==> config.mk <==
export PLATFORM = sky130hd
export DESIGN_NAME = wb_mem_arbiter
export DESIGN_NICKNAME = d
export VERILOG_FILES = /design/src/rtl/wb_mem_arbiter.sv
export SDC_FILE = /design/constraint.sdc
export NUM_CORES = 1
export LEC_CHECK = 0
export CAP_MARGIN = 20
export CORE_AREA = 5 5 100 102
export DETAILED_ROUTE_END_ITERATION = 8
export DIE_AREA = 0 0 105 107
export PLACE_DENSITY = 0.74
export SLEW_MARGIN = 40
export SYNTH_ARGS = -nofsm -noshare
export SYNTH_HDL_FRONTEND = slang
export SYNTH_SLANG_ARGS = --single-unit
==> constraint.sdc <==
create_clock -name cpu_clock_i -period 2.4 [get_ports cpu_clock_i]
set_input_delay 0.48 -clock cpu_clock_i [delete_from_list [all_inputs] [get_ports cpu_clock_i]]
set_output_delay 0.48 -clock cpu_clock_i [all_outputs]
set_load 0.05 [all_outputs]
==> src/rtl/wb_mem_arbiter.sv <==
// Two-master round-robin Wishbone (pipelined) arbiter.
// M0 = data cache, M1 = instruction cache. Grant is held for a whole cyc burst;
// a bus watchdog aborts a granted burst that sees no ack/err for TIMEOUT cycles.
//
// state | meaning
// IDLE  | no owner, both masters stalled, slave bus quiet
// GNT0  | M0 owns the slave port until it drops cyc (or watchdog abort)
// GNT1  | M1 owns the slave port until it drops cyc (or watchdog abort)
module wb_mem_arbiter #(
    parameter int AW      = 12,
    parameter int TIMEOUT = 255
) (
    input  logic          cpu_clock_i,
    input  logic          cpu_reset_i,
    input  logic          m0_cyc_i,
    input  logic          m0_stb_i,
    input  logic          m0_we_i,
    input  logic [AW-1:0] m0_adr_i,
    input  logic [31:0]   m0_dat_i,
    input  logic [3:0]    m0_sel_i,
    output logic [31:0]   m0_dat_o,
    output logic          m0_ack_o,
    output logic          m0_err_o,
    output logic          m0_stall_o,
    input  logic          m1_cyc_i,
    input  logic          m1_stb_i,
    input  logic          m1_we_i,
    input  logic [AW-1:0] m1_adr_i,
    input  logic [31:0]   m1_dat_i,
    input  logic [3:0]    m1_sel_i,
    output logic [31:0]   m1_dat_o,
    output logic          m1_ack_o,
    output logic          m1_err_o,
    output logic          m1_stall_o,
    output logic          s_cyc_o,
    output logic          s_stb_o,
    output logic          s_we_o,
    output logic [AW-1:0] s_adr_o,
    output logic [31:0]   s_dat_o,
    output logic [3:0]    s_sel_o,
    input  logic          s_ack_i,
    input  logic          s_err_i,
    input  logic          s_stall_i,
    input  logic [31:0]   s_dat_i,
    output logic [1:0]    grant_o
);

    // Counter is at least 8 bits so small TIMEOUT values still saturate cleanly.
    localparam int WDW = ($clog2(TIMEOUT + 1) > 8) ? $clog2(TIMEOUT + 1) : 8;

    typedef enum logic [1:0] {
        IDLE = 2'd0,
        GNT0 = 2'd1,
        GNT1 = 2'd2
    } state_t;

    state_t         state_q, state_d;
    logic           last_owner_q, last_owner_d;   // 0 = M0, 1 = M1
    logic [WDW-1:0] wd_q, wd_d;
    logic           own_cyc;
    logic           wd_abort;

    // Read data is broadcast; masters only trust it when acked.
    assign m0_dat_o = s_dat_i;
    assign m1_dat_o = s_dat_i;

    // Owner's cyc and watchdog expiry; a same-cycle ack/err beats the abort.
    always_comb begin
        own_cyc  = 1'b0;
        wd_abort = 1'b0;
        case (state_q)
            GNT0:    own_cyc = m0_cyc_i;
            GNT1:    own_cyc = m1_cyc_i;
            default: own_cyc = 1'b0;
        endcase
        if (TIMEOUT != 0) begin
            wd_abort = own_cyc && (wd_q == WDW'(TIMEOUT)) && !s_ack_i && !s_err_i;
        end
    end

    // Next-state: round-robin on ties, release on cyc low, abort back to IDLE.
    always_comb begin
        state_d      = state_q;
        last_owner_d = last_owner_q;
        case (state_q)
            IDLE: begin
                if (m0_cyc_i && m1_cyc_i) begin
                    state_d = last_owner_q ? GNT0 : GNT1;
                end else if (m0_cyc_i) begin
                    state_d = GNT0;
                end else if (m1_cyc_i) begin
                    state_d = GNT1;
                end
            end
            GNT0: begin
                if (wd_abort) begin
                    state_d      = IDLE;
                    last_owner_d = 1'b0;
                end else if (!m0_cyc_i) begin
                    last_owner_d = 1'b0;
                    state_d      = m1_cyc_i ? GNT1 : IDLE;
                end
            end
            GNT1: begin
                if (wd_abort) begin
                    state_d      = IDLE;
                    last_owner_d = 1'b1;
                end else if (!m1_cyc_i) begin
                    last_owner_d = 1'b1;
                    state_d      = m0_cyc_i ? GNT0 : IDLE;
                end
            end
            default: state_d = IDLE;
        endcase
    end

    // Watchdog: cleared by any response or grant change, saturating count otherwise.
    always_comb begin
        wd_d = wd_q;
        if ((TIMEOUT == 0) || (state_d != state_q) || s_ack_i || s_err_i) begin
            wd_d = '0;
        end else if (own_cyc && (wd_q != '1)) begin
            wd_d = wd_q + 1'b1;
        end
    end

    // Bus routing from the registered grant; responses gated by the owner's cyc.
    always_comb begin
        s_cyc_o    = 1'b0;
        s_stb_o    = 1'b0;
        s_we_o     = 1'b0;
        s_adr_o    = '0;
        s_dat_o    = '0;
        s_sel_o    = '0;
        m0_ack_o   = 1'b0;
        m0_err_o   = 1'b0;
        m0_stall_o = 1'b1;
        m1_ack_o   = 1'b0;
        m1_err_o   = 1'b0;
        m1_stall_o = 1'b1;
        grant_o    = 2'b00;
        case (state_q)
            GNT0: begin
                grant_o    = 2'b01;
                s_cyc_o    = m0_cyc_i & ~wd_abort;
                s_stb_o    = m0_stb_i & ~wd_abort;
                s_we_o     = m0_we_i;
                s_adr_o    = m0_adr_i;
                s_dat_o    = m0_dat_i;
                s_sel_o    = m0_sel_i;
                m0_stall_o = s_stall_i;
                m0_ack_o   = s_ack_i & m0_cyc_i;
                m0_err_o   = (s_err_i & m0_cyc_i) | wd_abort;
            end
            GNT1: begin
                grant_o    = 2'b10;
                s_cyc_o    = m1_cyc_i & ~wd_abort;
                s_stb_o    = m1_stb_i & ~wd_abort;
                s_we_o     = m1_we_i;
                s_adr_o    = m1_adr_i;
                s_dat_o    = m1_dat_i;
                s_sel_o    = m1_sel_i;
                m1_stall_o = s_stall_i;
                m1_ack_o   = s_ack_i & m1_cyc_i;
                m1_err_o   = (s_err_i & m1_cyc_i) | wd_abort;
            end
            default: ;
        endcase
    end

    // State, round-robin pointer and watchdog registers.
    always_ff @(posedge cpu_clock_i or posedge cpu_reset_i) begin
        if (cpu_reset_i) begin
            state_q      <= IDLE;
            last_owner_q <= 1'b1;
            wd_q         <= '0;
        end else begin
            state_q      <= state_d;
            last_owner_q <= last_owner_d;
            wd_q         <= wd_d;
        end
    end

endmodule

==> results of run 1 <==
cells by family (layout without fill, tap and decap cells):
kind of cell,Yosys count,after routing,share of synthesized area [%]
mux,4,4,2.05
buf+inv,90,193,28.8
simple gates,95,95,21.3
flops,11,11,13.7
compound gates,69,69,26.2
xor+xnor,8,8,3.48
fa+ha+maj,7,7,4.35
critical path: stages (launching register included):
cell and delay, ns:
dfrtp_1 0.39, inv_2 0.13, ha_1 0.26, buf_4 0.16, inv_4 0.07, buf_12 0.28
nor2_4 0.07, buf_4 0.19
timing repair:
| item | 4_1_cts | 5_1_grt |
|---|---|---|
| gates resized for setup | 2 | 5 |
| cloned | 0 | 0 |
| pin swaps | 0 | 2 |
| setup endpoints to repair | 35 | 8 |
cell type report:
type / count / share of cell area [%]
multi-input combinational: 183 / 38.6
sequential: 11 / 7.12
clock inverter: 1 / 0.129
timing repair buffer: 182 / 48.8
inverter: 7 / 0.741
tap: 111 / 3.58
clock buffer: 3 / 1.06
worst max path at each step:
| stage | end | cells after the start | start | slack, ns |
|---|---|---|---|---|
| after floorplan | s_adr_o[0] | 6 | state_q[0] | -0.15 |
| after global routing | s_stb_o | 7 | state_q[0] | 0.001 |
| after detailed placement | wd_q[0] | 7 | m1_cyc_i | -0.10 |
| after global placement | wd_q[5] | 7 | m1_cyc_i | -0.03 |
| after CTS | s_cyc_o | 6 | m1_cyc_i | 0.02 |
| final | s_dat_o[14] | 7 | state_q[0] | 0.07 |
per-stage QoR:
step / util (%) / setup TNS, ns / power [mW] / hold WS, ns / setup slack (ns)
5_1_grt: 43.1 / 0 / 5.09 / 0.474 / 0.00131
6_report: 43.1 / 0 / 4.84 / 0.460 / 0.0731
3_3_place_gp: 42.2 / -0.196 / 4.63 / 0.454 / -0.0312
4_1_cts: 42.8 / 0 / 4.89 / 0.463 / 0.0215
3_5_place_dp: 42.2 / -0.749 / 4.67 / 0.454 / -0.101
2_1_floorplan: - / -1.21 / 3.43 / 0.332 / -0.151
layout by cell type, fill, tap and decap left out, types with 5 or more instances in the layout:
cell	Yosys	routed
nand4_1	6	6
nand2b_1	5	5
nor2_4	0	39
ha_1	7	5
nor2_1	66	15
dfrtp_1	10	10
clkdlybuf4s50_1	0	105
nor2_2	0	12
buf_4	64	53
a22oi_1	51	51
inv_1	7	5
and3_1	6	6
buf_12	0	20
registers in the layout, summed over array words and instances (netlist names):
| register | flops |
|---|---|
| state_q | 2 |
| wd_q | 8 |
| last_owner_q | 1 |
layer usage:
| layer | track usage, % | vias to the layer above | wire length, um |
|---|---|---|---|
| met5 | 0 | - | 0 |
| met4 | 2.19 | 0 | 72 |
| met3 | 5.12 | 10 | 830 |
| met2 | 28.4 | 141 | 5040 |
| met1 | 16.4 | 1094 | 3260 |
| li1 | - | 1142 | - |
power by group through the flow:
stage          clock (mW)  combinational [mW]  sequential [mW]
3_5_place_dp            0                4.44            0.233
6_report            0.194                4.42            0.230
5_1_grt             0.205                4.65            0.233
2_1_floorplan           0                3.18            0.249
4_1_cts             0.194                4.46            0.231
3_3_place_gp            0                4.40            0.231
==> impl_metrics.yaml, run 1 <==
final_layout:
  flip_flop_and_latch_area_um2: 277
  area.growth.synth_to_final_pct: 93.0
  layout-drive-gt1-share_pct: 36.7
  fillerInstances: 879
  multi_input_combinational_cell_area_um2: 1500
  design.final.nets: 534
  antenna_cells: 0
  finish.instance_area_um2: 3880
  finish.cell_count_without_fillers: 498
clock_tree:
  cts_hold_repair.buffers: 0
  clock-root-buffer: "clkbuf_8"
  clock_tree.buffer_depth: 2
  cts_sinks: 11
  clock_tree_from_tritoncts: "yes"
  postCtsSetupRepairBufs: 0
  clock_latency_ns: 0.25
  cts_made_buffers: 3
  clk_pin_slew_ns: 0.05
  deepest_level_of_the_cts_h_tree: 1
placement:
  placedInstanceArea_um2: 3810
  placed_insts: 494
  total_half_perimeter_wirelength_after_legalization_and_detailed_placement_um: 7700
  placement.io_buffers: 165
  finalWeightedCongestion: 0.836
critical_path:
  ff2ff_setup_slack_ns: 0.26
  startpoint_type: "register"
  worst-endpoint-required_ns: 1.92
  crit-reg2reg-capture: "wd_q[0]"
  cell_count_of_the_worst_reg_to_reg_path: 8
  crit_arrival_ns: 1.85
  criticalPathCategory: "reg -> out"
  rr_startpoint: "state_q[1]"
  timing.critical_path.fanout_max: 30
  cp-end-kind: "primary output"
global_route:
  gr-usage-all-layers_pct: 15.0
  grt_overflow_total: 0
  grt_first_pass_wirelength_um: 13800
  grt_pass1_vias: 2528
  grt_antenna_before_repair: 0
  pin_count_of_the_biggest_net_entering_global_routing: 32
power_and_ir_drop:
  share_clk_of_total_power_pct: 4.0
  switching_pwr_mw: 2.95
  vdd_ir_drop_max_v: 0.000770
  p_sw_share_pct: 60.8
  power.internal_mw: 1.90
  power_frac_seq_pct: 4.8
  p_per_area_nw_per_um2: 1250
  power.static_leakage_nw: 1.49
  pwr-share-comb_pct: 91.2
synthesis:
  top_area_cell_type_share_of_the_netlist_area_pct: 23.9
  syn_inst: 284
  synth-seq-area-share_pct: 13.7
  synth-edff-count: 0
  syn_nets: 430
  synthDistinctLibCells: 37
  synth.ff_latch_count: 11
  synthTopCellsByCount: "nor2_1 (66), buf_4 (64), a22oi_1 (51)"
  yosys.cell_count.top_type: "nor2_1"
  mappedNetlistArea_um2: 2010
  ys_top_cells_by_area: "buf_4 (24%), a22oi_1 (19%), dfrtp_1 (12%), nor2_1 (12%), ha_1 (4.4%)"
  ys_async_sr_fraction_pct: 100
  main_synth_ff_type: "dfrtp_1"
  syn-mean-instance-area_um2: 7.08
  synth_largest_area_cell: "buf_4"
  synth-warning-count: 0
routing:
  drc: 0
  first_pass_iters: 6
  wirelength_um: 9210
  drt-wirelength-per-cell_um: 18.5
  drt-initial-drc-count: 123
  via_per_inst: 4.79
  vias: 2387
  detail-route-antenna-nets: 0
sta:
  maxClockFrequency_mhz: 430
  grt_setup_unrepaired: "false"
  setup_viol_count_final: 0
  timing.final.crit_share_pct: 97.0
  finalMaxSlewViolations: 0
  finalHoldViolations: 0
  period_needed_ns: 2.33
  timing_worst_slew_pin_value_ns: 0.401
  max_slew_headroom_pct: 73.2
  clock_skew_ns: 0.00114
run:
  max_cap_violations: 0
die:
  die_width_um: 105
  i_o_pin_cnt: 262
  fp.coreArea_um2: 9020
  floorplan.initialDensity_pct: 22.3
  placementRows: 35
  design.die.area_um2: 11200
  die_height_um: 107
hold_path:
  hold-path-endpoint: "last_owner_q"
  hold_path.class: "reg -> reg"
  whs_path_depth: 2
  worstHoldStart: "last_owner_q"
run_status:
  outcome: "completed"
(Power assumes the default switching activity.)
==> inputs of run 2 (changes only) <==
--- a/config.mk
+++ b/config.mk
@@ -10,6 +10,7 @@
 export DETAILED_ROUTE_END_ITERATION = 8
 export DIE_AREA = 0 0 105 107
 export PLACE_DENSITY = 0.74
+export SETUP_SLACK_MARGIN = 0.5
 export SLEW_MARGIN = 40
 export SYNTH_ARGS = -nofsm -noshare
 export SYNTH_HDL_FRONTEND = slang
==> run 2 against run 1 <==
Die area unchanged. Power up 44%. Sequential power is 15% higher. Clock power decreased by 4%. Combinational power rose by 47%. Non-clock buffer count is 24 higher. Fmax rose by 0.83%. Clock-buffer cell count up 1. Wire length rose by 12%. Largest power group unchanged.
==> impl_metrics.yaml, run 2 (synthesis gave the netlist of run 1 again) <==
hold_path:
  hold-path-endpoint: "last_owner_q"
  hold_path.class: "reg -> reg"
  whs_path_depth: 2
  worstHoldStart: "last_owner_q"
placement:
  dpl_worst_slack_ns: -0.0211
  total_half_perimeter_wirelength_after_legalization_and_detailed_placement_um: 7410
  placedInstanceArea_um2: 4360
  placed_insts: 492
  placement.io_buffers: 165
  finalWeightedCongestion: 0.814
final_layout:
  area.growth.synth_to_final_pct: 153
  layout-drive-gt1-share_pct: 53.4
  multi_input_combinational_cell_area_um2: 1830
  finish.cell_count_without_fillers: 523
  finish.instance_area_um2: 5090
  flip_flop_and_latch_area_um2: 279
  antenna_cells: 0
  reg_top3: "wd_q (8), state_q (2), last_owner_q (1)"
  commonest_cells_after_routing_fill_and_taps_aside: "clkdlybuf4s50_1 (105), buf_12 (58), nor2_4 (51), a22oi_2 (31), buf_4 (21)"
  registers.top_by_ff_count: "wd_q"
  fillerInstances: 738
  mostFrequentLayoutCell: "clkdlybuf4s50_1"
  design.final.nets: 559
  final_util_pct: 56.4
  largest_register_ff_count: 8
power_and_ir_drop:
  power.static_leakage_nw: 1.81
  p_sw_share_pct: 51.4
  pwr-share-comb_pct: 93.5
  power.internal_mw: 3.38
  switching_pwr_mw: 3.58
  report.power.total_mw: 6.95
  share_clk_of_total_power_pct: 2.7
  p_per_area_nw_per_um2: 1370
  vdd_ir_drop_max_v: 0.000495
  power_frac_seq_pct: 3.8
global_route:
  grt_pass1_vias: 2624
  grt_first_pass_wirelength_um: 14500
  pin_count_of_the_biggest_net_entering_global_routing: 30
  gr-usage-all-layers_pct: 16.0
  grt_overflow_total: 0
  grt_antenna_before_repair: 0
sta:
  setup-tns-final_ns: 0
  timing_worst_slew_pin_value_ns: 0.404
  finalHoldViolations: 0
  period_needed_ns: 2.31
  setup_ws_ns: 0.0922
  setup_viol_count_final: 0
  timing.hold.ws_ns: 0.487
  maxClockFrequency_mhz: 433
  max_slew_headroom_pct: 73.0
  timing.final.crit_share_pct: 96.2
  grt_setup_unrepaired: "true"
  finalMaxSlewViolations: 0
  clock_skew_ns: 0.00317
critical_path:
  ff2ff_setup_slack_ns: 0.09
  worst-endpoint-required_ns: 2.57
  worstPathBufferInverterCount: 3
  timing.critical_path.fanout_max: 8
  critical_path_max_stage_delay_ns: 0.45
  timing.critical_path.cells: "inv_4, ha_4, a22o_4, buf_6, buf_6, and4_4, o22ai_4, xnor2_2, o311a_4, nor2_1"
  crit-reg2reg-capture: "wd_q[2]"
  cell_count_of_the_worst_reg_to_reg_path: 10
  cp_common_cell: "buf_6"
  critical-path-slowest-cell: "dfrtp_2"
  rr_startpoint: "state_q[0]"
  cp-end-kind: "register"
  criticalPathCategory: "reg -> reg"
  crit_arrival_ns: 2.48
  critical_path.top_delay_family: "compound AO/OA/AOI/OAI gates"
  startpoint_type: "register"
clock_tree:
  clock_tree.buffer_depth: 2
  cts_made_buffers: 3
  clk_pin_slew_ns: 0.05
  cts_hold_repair.buffers: 0
  clock_latency_ns: 0.24
  cts_sinks: 11
  deepest_level_of_the_cts_h_tree: 1
  clock_tree_from_tritoncts: "yes"
  clock-root-buffer: "clkbuf_8"
routing:
  drt-wirelength-per-cell_um: 19.7
  first_pass_iters: 4
  drc: 0
  detail-route-antenna-nets: 0
  drt-initial-drc-count: 99
  vias: 2526
  wirelength_um: 10300
  via_per_inst: 4.83
die:
  die_height_um: 107
  placementRows: 35
  fp.coreArea_um2: 9020
  i_o_pin_cnt: 262
  floorplan.initialDensity_pct: 22.3
  die_width_um: 105
  design.die.area_um2: 11200
run:
  max_cap_violations: 0
run_status:
  outcome: "completed"
-- run 2: repair_timing --
action,CTS,global route
gates cloned,2,6
buffers inserted,7,12
resized for setup,21,61
endpoints found under the setup margin,65,67
pin swaps,3,19
-- run 2: worst max path at each step --
| stage | from | end | cells past startpoint | slack (ns) |
|---|---|---|---|---|
| floorplan | state_q[1] | m0_err_o | 6 | 0.43 |
| global placement | m1_cyc_i | m1_err_o | 6 | -0.009 |
| detailed placement | m1_cyc_i | m1_err_o | 6 | -0.02 |
| CTS | state_q[0] | s_stb_o | 8 | 0.09 |
| global route | state_q[0] | wd_q[7] | 10 | 0.007 |
| finish | state_q[0] | wd_q[2] | 10 | 0.09 |
-- run 2: power by group through the flow --
stage	sequential [mW]	combinational [mW]	clock (mW)
6_report	0.265	6.50	0.187
5_1_grt	0.269	6.77	0.198
4_1_cts	0.255	5.67	0.194
3_5_place_dp	0.273	5.29	0
3_3_place_gp	0.271	5.22	0
2_1_floorplan	0.260	3.64	0
-- run 2: tightest hold or removal path, stage by stage (launching register included) --
cell     delay (ns)
dfstp_2        0.38
inv_1          0.05
a21oi_1        0.06
-- run 2: routing by layer --
metal | global-route usage [%] | vias up | routed length [um]
met2 | 29.1 | 121 | 5670
met5 | 0 | - | 0
met1 | 17.7 | 1189 | 3690
met3 | 4.52 | 22 | 704
li1 | - | 1194 | -
met4 | 5.39 | 0 | 219
-- run 2: area by class of cell --
cell class | count | share of cell area, %
inverter | 7 | 0.860
timing repair buffer | 206 | 53.9
tap | 111 | 2.73
clock buffer | 4 | 0.885
multi-input combinational | 183 | 35.9
timing repair inverter | 1 | 0.221
sequential | 11 | 5.48
